$ cat src/rtl/prirv32_idu_if.sv
`default_nettype none
// ============================================================================
// Module      : prirv32_idu_if
// Description : Bundle of every bus signal of the priRV32 decode stage.
//               Fetch handshake (instr_in, pc_in, instr_valid, instr_ready),
//               redirect (flush), register-file read port (rf_raddr*/rf_rdata*)
//               and the decoded-instruction handshake toward the EXU
//               (dec_valid, exu_ready and the *_decoded / instrset payload).
//               slave  : decode-stage view (used by prirv32_idu).
//               master : environment view (fetch, register file, EXU).
// Revision    : 1.0 - initial release
// ============================================================================
interface prirv32_idu_if;

    // fetch side
    logic [31:0] instr_in;
    logic [31:0] pc_in;
    logic        instr_valid;
    logic        instr_ready;
    logic        flush;

    // register file read port
    logic [4:0]  rf_raddr1;
    logic [4:0]  rf_raddr2;
    logic [31:0] rf_rdata1;
    logic [31:0] rf_rdata2;

    // EXU side
    logic        dec_valid;
    logic        exu_ready;
    logic [46:0] instrset_latched;
    logic [31:0] imm_decoded;
    logic [31:0] rs1_decoded;
    logic [31:0] rs2_decoded;
    logic [4:0]  rd_decoded;
    logic [31:0] pc_decoded;
    logic        illegal_decoded;

    modport slave (
        input  instr_in, pc_in, instr_valid, flush,
        output instr_ready,
        output rf_raddr1, rf_raddr2,
        input  rf_rdata1, rf_rdata2,
        input  exu_ready,
        output dec_valid, instrset_latched, imm_decoded, rs1_decoded,
        output rs2_decoded, rd_decoded, pc_decoded, illegal_decoded
    );

    modport master (
        output instr_in, pc_in, instr_valid, flush,
        input  instr_ready,
        input  rf_raddr1, rf_raddr2,
        output rf_rdata1, rf_rdata2,
        output exu_ready,
        input  dec_valid, instrset_latched, imm_decoded, rs1_decoded,
        input  rs2_decoded, rd_decoded, pc_decoded, illegal_decoded
    );

endinterface
`default_nettype wire

$ cat src/rtl/prirv32_idu.sv
`default_nettype none
// ============================================================================
// Module      : prirv32_idu
// Description : RV32I + Zicsr decode stage. Accepts an instruction word and
//               its PC from fetch, decodes it to a 47-bit one-hot vector,
//               builds the immediate, reads rs1/rs2 and holds the result in a
//               one-entry pipeline register offered to the EXU.
// Ports       : clk_in - clock, rising edge
//               rst_n  - asynchronous active-low reset
//               bus    - prirv32_idu_if.slave (fetch, regfile, EXU signals)
// Parameters  : RESET_PC - value of pc_decoded after reset
// Revision    : 1.0 - initial release
// ============================================================================
module prirv32_idu #(
    parameter logic [31:0] RESET_PC = 32'h0000_0000
) (
    input  wire logic           clk_in,
    input  wire logic           rst_n,
    prirv32_idu_if.slave        bus
);

    // one-hot positions inside instrset_latched
    localparam int I_LUI    = 46, I_AUIPC  = 45, I_JAL    = 44, I_JALR   = 43;
    localparam int I_BEQ    = 42, I_BNE    = 41, I_BLT    = 40, I_BGE    = 39;
    localparam int I_BLTU   = 38, I_BGEU   = 37, I_LB     = 36, I_LH     = 35;
    localparam int I_LW     = 34, I_LBU    = 33, I_LHU    = 32, I_SB     = 31;
    localparam int I_SH     = 30, I_SW     = 29, I_ADDI   = 28, I_SLTI   = 27;
    localparam int I_SLTIU  = 26, I_XORI   = 25, I_ORI    = 24, I_ANDI   = 23;
    localparam int I_SLLI   = 22, I_SRLI   = 21, I_SRAI   = 20, I_ADD    = 19;
    localparam int I_SUB    = 18, I_SLL    = 17, I_SLT    = 16, I_SLTU   = 15;
    localparam int I_XOR    = 14, I_SRL    = 13, I_SRA    = 12, I_OR     = 11;
    localparam int I_AND    = 10, I_FENCE  = 9,  I_FENCEI = 8,  I_ECALL  = 7;
    localparam int I_EBREAK = 6,  I_CSRRW  = 5,  I_CSRRS  = 4,  I_CSRRC  = 3;
    localparam int I_CSRRWI = 2,  I_CSRRSI = 1,  I_CSRRCI = 0;

    localparam logic [6:0] OP_LUI    = 7'b0110111;
    localparam logic [6:0] OP_AUIPC  = 7'b0010111;
    localparam logic [6:0] OP_JAL    = 7'b1101111;
    localparam logic [6:0] OP_JALR   = 7'b1100111;
    localparam logic [6:0] OP_BRANCH = 7'b1100011;
    localparam logic [6:0] OP_LOAD   = 7'b0000011;
    localparam logic [6:0] OP_STORE  = 7'b0100011;
    localparam logic [6:0] OP_IMM    = 7'b0010011;
    localparam logic [6:0] OP_REG    = 7'b0110011;
    localparam logic [6:0] OP_FENCE  = 7'b0001111;
    localparam logic [6:0] OP_SYSTEM = 7'b1110011;

    localparam logic [6:0] F7_BASE = 7'b0000000;
    localparam logic [6:0] F7_ALT  = 7'b0100000;

    localparam logic [31:0] WORD_ECALL  = 32'h0000_0073;
    localparam logic [31:0] WORD_EBREAK = 32'h0010_0073;

    // immediate format selector
    localparam logic [2:0] IMM_NONE  = 3'd0;
    localparam logic [2:0] IMM_I     = 3'd1;
    localparam logic [2:0] IMM_S     = 3'd2;
    localparam logic [2:0] IMM_B     = 3'd3;
    localparam logic [2:0] IMM_J     = 3'd4;
    localparam logic [2:0] IMM_U     = 3'd5;
    localparam logic [2:0] IMM_SHAMT = 3'd6;
    localparam logic [2:0] IMM_CSR   = 3'd7;

    // ------------------------------------------------------------------
    // field extraction
    // ------------------------------------------------------------------
    logic [31:0] ins;
    logic [6:0]  opcode;
    logic [2:0]  funct3;
    logic [6:0]  funct7;

    assign ins    = bus.instr_in;
    assign opcode = ins[6:0];
    assign funct3 = ins[14:12];
    assign funct7 = ins[31:25];

    assign bus.rf_raddr1 = ins[19:15];
    assign bus.rf_raddr2 = ins[24:20];

    // ------------------------------------------------------------------
    // one-hot decode; anything left all-zero is illegal. Opcodes whose
    // low two bits are not 11 fall through to the default arm.
    // ------------------------------------------------------------------
    logic [46:0] dec_set;
    logic [2:0]  imm_sel;
    logic        writes_rd;

    always_comb begin
        dec_set   = '0;
        imm_sel   = IMM_NONE;
        writes_rd = 1'b1;
        case (opcode)
            OP_LUI:   begin dec_set[I_LUI]   = 1'b1; imm_sel = IMM_U; end
            OP_AUIPC: begin dec_set[I_AUIPC] = 1'b1; imm_sel = IMM_U; end
            OP_JAL:   begin dec_set[I_JAL]   = 1'b1; imm_sel = IMM_J; end
            OP_JALR: begin
                imm_sel = IMM_I;
                if (funct3 == 3'b000) dec_set[I_JALR] = 1'b1;
            end
            OP_BRANCH: begin
                imm_sel   = IMM_B;
                writes_rd = 1'b0;
                case (funct3)
                    3'b000:  dec_set[I_BEQ]  = 1'b1;
                    3'b001:  dec_set[I_BNE]  = 1'b1;
                    3'b100:  dec_set[I_BLT]  = 1'b1;
                    3'b101:  dec_set[I_BGE]  = 1'b1;
                    3'b110:  dec_set[I_BLTU] = 1'b1;
                    3'b111:  dec_set[I_BGEU] = 1'b1;
                    default: ;
                endcase
            end
            OP_LOAD: begin
                imm_sel = IMM_I;
                case (funct3)
                    3'b000:  dec_set[I_LB]  = 1'b1;
                    3'b001:  dec_set[I_LH]  = 1'b1;
                    3'b010:  dec_set[I_LW]  = 1'b1;
                    3'b100:  dec_set[I_LBU] = 1'b1;
                    3'b101:  dec_set[I_LHU] = 1'b1;
                    default: ;
                endcase
            end
            OP_STORE: begin
                imm_sel   = IMM_S;
                writes_rd = 1'b0;
                case (funct3)
                    3'b000:  dec_set[I_SB] = 1'b1;
                    3'b001:  dec_set[I_SH] = 1'b1;
                    3'b010:  dec_set[I_SW] = 1'b1;
                    default: ;
                endcase
            end
            OP_IMM: begin
                imm_sel = IMM_I;
                case (funct3)
                    3'b000: dec_set[I_ADDI]  = 1'b1;
                    3'b010: dec_set[I_SLTI]  = 1'b1;
                    3'b011: dec_set[I_SLTIU] = 1'b1;
                    3'b100: dec_set[I_XORI]  = 1'b1;
                    3'b110: dec_set[I_ORI]   = 1'b1;
                    3'b111: dec_set[I_ANDI]  = 1'b1;
                    3'b001: begin
                        imm_sel = IMM_SHAMT;
                        if (funct7 == F7_BASE) dec_set[I_SLLI] = 1'b1;
                    end
                    3'b101: begin
                        imm_sel = IMM_SHAMT;
                        if (funct7 == F7_BASE)     dec_set[I_SRLI] = 1'b1;
                        else if (funct7 == F7_ALT) dec_set[I_SRAI] = 1'b1;
                    end
                    default: ;
                endcase
            end
            OP_REG: begin
                case ({funct7, funct3})
                    {F7_BASE, 3'b000}: dec_set[I_ADD]  = 1'b1;
                    {F7_ALT,  3'b000}: dec_set[I_SUB]  = 1'b1;
                    {F7_BASE, 3'b001}: dec_set[I_SLL]  = 1'b1;
                    {F7_BASE, 3'b010}: dec_set[I_SLT]  = 1'b1;
                    {F7_BASE, 3'b011}: dec_set[I_SLTU] = 1'b1;
                    {F7_BASE, 3'b100}: dec_set[I_XOR]  = 1'b1;
                    {F7_BASE, 3'b101}: dec_set[I_SRL]  = 1'b1;
                    {F7_ALT,  3'b101}: dec_set[I_SRA]  = 1'b1;
                    {F7_BASE, 3'b110}: dec_set[I_OR]   = 1'b1;
                    {F7_BASE, 3'b111}: dec_set[I_AND]  = 1'b1;
                    default: ;
                endcase
            end
            OP_FENCE: begin
                writes_rd = 1'b0;
                if (funct3 == 3'b000)      dec_set[I_FENCE]  = 1'b1;
                else if (funct3 == 3'b001) dec_set[I_FENCEI] = 1'b1;
            end
            OP_SYSTEM: begin
                imm_sel = IMM_CSR;
                case (funct3)
                    3'b000: begin
                        // only the two exact encodings are accepted
                        imm_sel   = IMM_NONE;
                        writes_rd = 1'b0;
                        if (ins == WORD_ECALL)       dec_set[I_ECALL]  = 1'b1;
                        else if (ins == WORD_EBREAK) dec_set[I_EBREAK] = 1'b1;
                    end
                    3'b001:  dec_set[I_CSRRW]  = 1'b1;
                    3'b010:  dec_set[I_CSRRS]  = 1'b1;
                    3'b011:  dec_set[I_CSRRC]  = 1'b1;
                    3'b101:  dec_set[I_CSRRWI] = 1'b1;
                    3'b110:  dec_set[I_CSRRSI] = 1'b1;
                    3'b111:  dec_set[I_CSRRCI] = 1'b1;
                    default: ;
                endcase
            end
            default: ;
        endcase
    end

    // ------------------------------------------------------------------
    // immediate, rd and operand formation
    // ------------------------------------------------------------------
    logic        dec_illegal;
    logic [31:0] dec_imm;
    logic [4:0]  dec_rd;
    logic [31:0] dec_rs1;
    logic [31:0] dec_rs2;

    assign dec_illegal = ~|dec_set;

    always_comb begin
        dec_imm = '0;
        case (imm_sel)
            IMM_I:     dec_imm = {{20{ins[31]}}, ins[31:20]};
            IMM_S:     dec_imm = {{20{ins[31]}}, ins[31:25], ins[11:7]};
            IMM_B:     dec_imm = {{19{ins[31]}}, ins[31], ins[7], ins[30:25], ins[11:8], 1'b0};
            IMM_J:     dec_imm = {{11{ins[31]}}, ins[31], ins[19:12], ins[20], ins[30:21], 1'b0};
            IMM_U:     dec_imm = {ins[31:12], 12'b0};
            IMM_SHAMT: dec_imm = {27'b0, ins[24:20]};
            IMM_CSR:   dec_imm = {15'b0, ins[19:15], ins[31:20]};
            default:   dec_imm = '0;
        endcase
        // a rejected word carries no immediate
        if (dec_illegal) dec_imm = '0;
    end

    assign dec_rd  = (writes_rd && !dec_illegal) ? ins[11:7] : 5'd0;
    assign dec_rs1 = (ins[19:15] == 5'd0) ? 32'd0 : bus.rf_rdata1;
    assign dec_rs2 = (ins[24:20] == 5'd0) ? 32'd0 : bus.rf_rdata2;

    // ------------------------------------------------------------------
    // one-entry pipeline register
    // ------------------------------------------------------------------
    logic        held_valid;
    logic [46:0] held_set;
    logic [31:0] held_imm;
    logic [31:0] held_rs1;
    logic [31:0] held_rs2;
    logic [4:0]  held_rd;
    logic [31:0] held_pc;
    logic        held_illegal;
    logic        accept;

    // flush already blocks acceptance here, so it wins over a load
    assign bus.instr_ready = !bus.flush && (!held_valid || bus.exu_ready);
    assign accept          = bus.instr_valid && bus.instr_ready;

    always_ff @(posedge clk_in or negedge rst_n) begin
        if (!rst_n) begin
            held_valid   <= 1'b0;
            held_set     <= '0;
            held_imm     <= '0;
            held_rs1     <= '0;
            held_rs2     <= '0;
            held_rd      <= '0;
            held_pc      <= RESET_PC;
            held_illegal <= 1'b0;
        end else if (bus.flush) begin
            held_valid <= 1'b0;
        end else if (accept) begin
            held_valid   <= 1'b1;
            held_set     <= dec_set;
            held_imm     <= dec_imm;
            held_rs1     <= dec_rs1;
            held_rs2     <= dec_rs2;
            held_rd      <= dec_rd;
            held_pc      <= bus.pc_in;
            held_illegal <= dec_illegal;
        end else if (bus.exu_ready) begin
            // drained: payload is left as-is, only the valid drops
            held_valid <= 1'b0;
        end
    end

    assign bus.dec_valid        = held_valid;
    assign bus.instrset_latched = held_set;
    assign bus.imm_decoded      = held_imm;
    assign bus.rs1_decoded      = held_rs1;
    assign bus.rs2_decoded      = held_rs2;
    assign bus.rd_decoded       = held_rd;
    assign bus.pc_decoded       = held_pc;
    assign bus.illegal_decoded  = held_illegal;

endmodule
`default_nettype wire

$ cat src/flat_wrapper.sv
// flat-port wrapper written by rule: the top's interface ports become plain ports
module prirv32_idu_flat 
#(
    parameter logic [31:0] RESET_PC = 32'h0000_0000
)
  (clk_in, rst_n, bus_instr_in, bus_pc_in, bus_instr_valid, bus_flush, bus_instr_ready, bus_rf_raddr1, bus_rf_raddr2, bus_rf_rdata1, bus_rf_rdata2, bus_exu_ready, bus_dec_valid, bus_instrset_latched, bus_imm_decoded, bus_rs1_decoded, bus_rs2_decoded, bus_rd_decoded, bus_pc_decoded, bus_illegal_decoded);
  prirv32_idu_if bus_i ();
  input  wire logic clk_in;
  input  wire logic rst_n;
  input wire logic [$bits(bus_i.instr_in)-1:0] bus_instr_in;
  input wire logic [$bits(bus_i.pc_in)-1:0] bus_pc_in;
  input wire logic [$bits(bus_i.instr_valid)-1:0] bus_instr_valid;
  input wire logic [$bits(bus_i.flush)-1:0] bus_flush;
  output wire logic [$bits(bus_i.instr_ready)-1:0] bus_instr_ready;
  output wire logic [$bits(bus_i.rf_raddr1)-1:0] bus_rf_raddr1;
  output wire logic [$bits(bus_i.rf_raddr2)-1:0] bus_rf_raddr2;
  input wire logic [$bits(bus_i.rf_rdata1)-1:0] bus_rf_rdata1;
  input wire logic [$bits(bus_i.rf_rdata2)-1:0] bus_rf_rdata2;
  input wire logic [$bits(bus_i.exu_ready)-1:0] bus_exu_ready;
  output wire logic [$bits(bus_i.dec_valid)-1:0] bus_dec_valid;
  output wire logic [$bits(bus_i.instrset_latched)-1:0] bus_instrset_latched;
  output wire logic [$bits(bus_i.imm_decoded)-1:0] bus_imm_decoded;
  output wire logic [$bits(bus_i.rs1_decoded)-1:0] bus_rs1_decoded;
  output wire logic [$bits(bus_i.rs2_decoded)-1:0] bus_rs2_decoded;
  output wire logic [$bits(bus_i.rd_decoded)-1:0] bus_rd_decoded;
  output wire logic [$bits(bus_i.pc_decoded)-1:0] bus_pc_decoded;
  output wire logic [$bits(bus_i.illegal_decoded)-1:0] bus_illegal_decoded;
  assign bus_i.instr_in = bus_instr_in;
  assign bus_i.pc_in = bus_pc_in;
  assign bus_i.instr_valid = bus_instr_valid;
  assign bus_i.flush = bus_flush;
  assign bus_instr_ready = bus_i.instr_ready;
  assign bus_rf_raddr1 = bus_i.rf_raddr1;
  assign bus_rf_raddr2 = bus_i.rf_raddr2;
  assign bus_i.rf_rdata1 = bus_rf_rdata1;
  assign bus_i.rf_rdata2 = bus_rf_rdata2;
  assign bus_i.exu_ready = bus_exu_ready;
  assign bus_dec_valid = bus_i.dec_valid;
  assign bus_instrset_latched = bus_i.instrset_latched;
  assign bus_imm_decoded = bus_i.imm_decoded;
  assign bus_rs1_decoded = bus_i.rs1_decoded;
  assign bus_rs2_decoded = bus_i.rs2_decoded;
  assign bus_rd_decoded = bus_i.rd_decoded;
  assign bus_pc_decoded = bus_i.pc_decoded;
  assign bus_illegal_decoded = bus_i.illegal_decoded;
  prirv32_idu #(.RESET_PC(RESET_PC)) u_core (.clk_in(clk_in), .rst_n(rst_n), .bus(bus_i));
endmodule
$ cat config.mk
export PLATFORM = sky130hd
export DESIGN_NAME = prirv32_idu_flat
export DESIGN_NICKNAME = d
export VERILOG_FILES = /design/src/rtl/prirv32_idu_if.sv /design/src/rtl/prirv32_idu.sv /design/src/flat_wrapper.sv
export SDC_FILE = /design/constraint.sdc
export NUM_CORES = 1
export LEC_CHECK = 0
export CORE_MARGIN = 8
export CORE_UTILIZATION = 39
export DETAILED_ROUTE_END_ITERATION = 10
export PLACE_DENSITY = 0.89
export RECOVER_POWER = 100
export SLEW_MARGIN = 20
export SYNTH_ARGS = -nofsm -noshare
export SYNTH_HDL_FRONTEND = slang
export SYNTH_SLANG_ARGS = --single-unit
$ cat constraint.sdc
create_clock -name clk_in -period 1.75 [get_ports clk_in]
set_input_delay 0.35 -clock clk_in [delete_from_list [all_inputs] [get_ports clk_in]]
set_output_delay 0.35 -clock clk_in [all_outputs]
set_load 0.02 [all_outputs]
==> out/metrics.csv <==
stage,metric,value,unit
timing,Max-slew headroom,0.1212,
timing,worst setup margin,-0.3078,ns
die,die height,156.0,um
timing,Max Fclk,486.0,MHz
global_route,largest net degree at the start of global routing,61,
global_route,total gr overflow,0,
die,core area,0.01933,sq mm
critical_path,worst reg2reg startpoint,u_core.bus.dec_valid,
drt,DR vias,7953,
clock_network,Clock Tree Buf Depth,2,
yosys,Post-synth EDFFs,0,
worst_hold_path,Hold Path Class,input port to flop,
yosys,asr flop ratio synth,1.000,
yosys,"Seq/Total Area, Yosys",0.5958,
finish,register area,0.004554,sq mm
finish,# fillers,1453,
yosys,Synth Area in Adders,0,
finish,most frequent cells in the layout,"183 x nand2_1, 182 x dfrtp_1, 177 x dlygate4sd2_1",
global_route,initial antenna violation count,2,
clock_network,H-tree depth,4,
timing,Final Skew,0.01230,ns
critical_path,critical path class,input port to flop,
yosys,synthesized area per cell,10.74,sq um
yosys,XOR/XNOR share of the synthesized area,0,
place,hpwl dp,22310,um
drt,aggregate routed wire length,32660,um
finish,layout cells sized above 1,0.2511,
critical_path,CP startpoint kind,input port,
finish,P&R area growth vs syn,71.21,%
status,failing checks,setup timing,
die,Die Area,0.02433,sq mm
die,# IOs,326,
critical_path,R2R Path End,u_core.bus.instrset_latched[29],
critical_path,data required time of the worst path,2.09,ns
finish,Final Net Count,1299,
clock_network,CTS tree,built,
status,outcome,"finished, violations left",
worst_hold_path,WHS Path Cells,3,
clock_network,clock root buffer,clkbuf_16,
drt,TritonRoute pass-1 iters,8,
critical_path,reg2reg path depth,8,
yosys,Yosys Warn Count,0,
power_and_ir_drop,PwrDens,831.0,mW/mm^2
timing,final hold violations,0,
timing,fin. max-slew vios,0,
yosys,largest family of logic cells by synthesized area,compound AO/OA/AOI/OAI gates,
critical_path,crit path DAT,2.40,ns
power_and_ir_drop,Pleak,6.470,nW
yosys,"FF+latch count, synth",182,
drt,WL per Instance,22.60,um
timing,TNS Setup,-8.509,ns
finish,"most common cell after layout, fill and taps aside",nand2_1,
flow_run,max cap viols,0,
worst_hold_path,hold path startpoint,bus_instr_in[26],
yosys,"Top FF cell, synth",dfrtp_1,
yosys,synth unique cells,57,
timing,worst slew pin tran,1.318,ns
yosys,mux cell area share after synthesis,0.001473,
timing,Final Setup Violations,69,
finish,utilization after layout,0.6768,
drt,Detail Route Antenna Nets,0,
place,Buffers on Ports,325,
global_route,vias in the first global route,8297,
die,Die Width,156.0,um
finish,multi-input logic area,0.003319,sq mm
die,# rows,51,
place,Placer Congestion,0.8728,
clock_network,"Reg clk slew, reported paths",0.07,ns
power_and_ir_drop,peak supply drop,0.0006765,V
clock_network,CTS buffer count,17,
global_route,first-pass GRT wire length,46590,um
worst_hold_path,Worst Hold End,u_core.bus.imm_decoded[6],
critical_path,Crit. End Element,flop,
place,Post-Place Setup Slack,-1.098,ns
critical_path,R2R Setup Slk,-0.11,ns
timing,crit share post-route,1.176,
timing,RSZ-0062 raised after global routing,yes,
die,initial core utilization,0.3953,
drt,via/cell ratio,5.504,
critical_path,crit path max fanout,6,
global_route,total track usage,0.2480,
yosys,cell count after synthesis,712,
drt,drt initial violations,615,
drt,DR DRC count,0,
yosys,Mapped Area,0.007644,sq mm
clock_network,CTS sink cnt,182,
yosys,Synth Area in Compound Gates,0.2045,
timing,Tmin final,2.058,ns
yosys,syn_nets,845,
clock_network,latest clock arrival within the worst-skew pair,0.43,ns
yosys,Synth Area in Simple Gates,0.1586,
-- logic make-up after synthesis --
| kind of cell | after synthesis |
|---|---|
| multiplexers | 1 |
| AO/OA/AOI/OAI | 193 |
| buffers and inverters | 60 |
| AND/OR/NAND/NOR | 276 |
| flip-flops | 182 |
-- stage by stage --
stage	hold slack, ns	std cells	total power (W)	cell area (sq um)
after floorplan	0.05441	712	0.005776	7685
after global placement	0.3417	1371	0.007261	12100
after detailed placement	0.3442	1371	0.007319	12100
after CTS	0.1874	1428	0.01095	12920
after global routing	0.1898	1445	0.01131	13090
final	0.1765	1445	0.01087	13090
-- state kept, by name, summed over array words and instances, names as in the netlist --
name and count:
u_core.bus.instrset_latched 47, u_core.bus.imm_decoded 32, u_core.bus.pc_decoded 32, u_core.bus.rs1_decoded 32, u_core.bus.rs2_decoded 32, u_core.bus.rd_decoded 5
u_core.bus.dec_valid 1, u_core.bus.illegal_decoded 1
-- report_power, final --
part	internal (W)	switching, W	total, W
combinational	0.00102	0.00132	0.00234
sequential	0.00454	0.000191	0.00473
clock	0.00202	0.00179	0.00380
-- how the worst max path moves through the flow --
stage / from / end / slack, ns / cells past startpoint
after floorplan: bus_instr_in[12] / u_core.bus.imm_decoded[22] / -0.31 / 9
after global placement: bus_instr_in[5] / u_core.bus.imm_decoded[6] / -1.06 / 10
after detailed placement: bus_instr_in[5] / u_core.bus.imm_decoded[5] / -1.10 / 10
after CTS: bus_instr_in[31] / u_core.bus.imm_decoded[20] / -0.22 / 10
after global routing: bus_instr_in[13] / u_core.bus.imm_decoded[12] / -0.34 / 10
final: bus_instr_in[13] / u_core.bus.imm_decoded[14] / -0.31 / 10
-- worst max-delay path: stages --
cell	delay (ns)
clkdlybuf4s15_2	0.22
or3_4	0.40
buf_4	0.15
o41a_1	0.41
o22ai_4	0.17
nor3_4	0.06
buf_6	0.15
buf_12	0.13
buf_12	0.14
o31ai_4	0.21
-- timing repair --
action | in CTS | in global routing
endpoints found under the hold margin | 38 | 0
hold buffers | 1 | 0
pin swaps | 28 | 28
setup buffers | 23 | 13
endpoints found under the setup margin | 319 | 123
cloned | 3 | 4
gates resized for setup | 300 | 96
-- layer usage --
| layer | wire [um] | vias to the layer above | part of all wire | track usage |
|---|---|---|---|---|
| li1 | - | 3460 | - | - |
| met2 | 15620 | 495 | 0.48 | 0.4122 |
| met1 | 12440 | 3894 | 0.38 | 0.2845 |
| met5 | 13 | - | 0.00040 | 0 |
| met4 | 1326 | 2 | 0.041 | 0.1021 |
| met3 | 3268 | 102 | 0.10 | 0.09058 |
-- synth_stat cells, types with 2 or more instances --
cell,n,share of area
o22ai_1,4,0.0033
nand3_1,18,0.012
buf_1,2,0.00098
buf_2,4,0.0026
or3_1,4,0.0033
o31ai_1,8,0.0079
nor3_1,9,0.0059
a22o_1,74,0.085
nor2b_1,6,0.0049
nor3b_1,2,0.0020
nor2_1,20,0.0098
nand2_1,189,0.093
o31ai_2,19,0.031
inv_1,2,0.00098
or2_2,3,0.0025
a21oi_1,6,0.0039
clkbuf_1,39,0.019
o2111ai_1,2,0.0023
dfrtp_1,182,0.60
a22oi_1,5,0.0049
or3b_2,2,0.0023
nand3b_1,3,0.0029
nor4_1,5,0.0041
o21ai_0,40,0.026
buf_4,10,0.0098
nand2b_1,3,0.0025
o41ai_1,4,0.0046
a32o_1,2,0.0026
nand4_1,2,0.0016
a21boi_0,11,0.011
a221oi_1,6,0.0069
-- final cells by class --
type,instances,area share
clock buffer,19,0.03308
sequential,182,0.3480
timing repair buffer,490,0.3281
antenna,1,0.0001912
multi-input combinational,473,0.2537
inverter,2,0.0005737
clock inverter,13,0.01100
tap,265,0.02534
(Power assumes the default switching activity.)
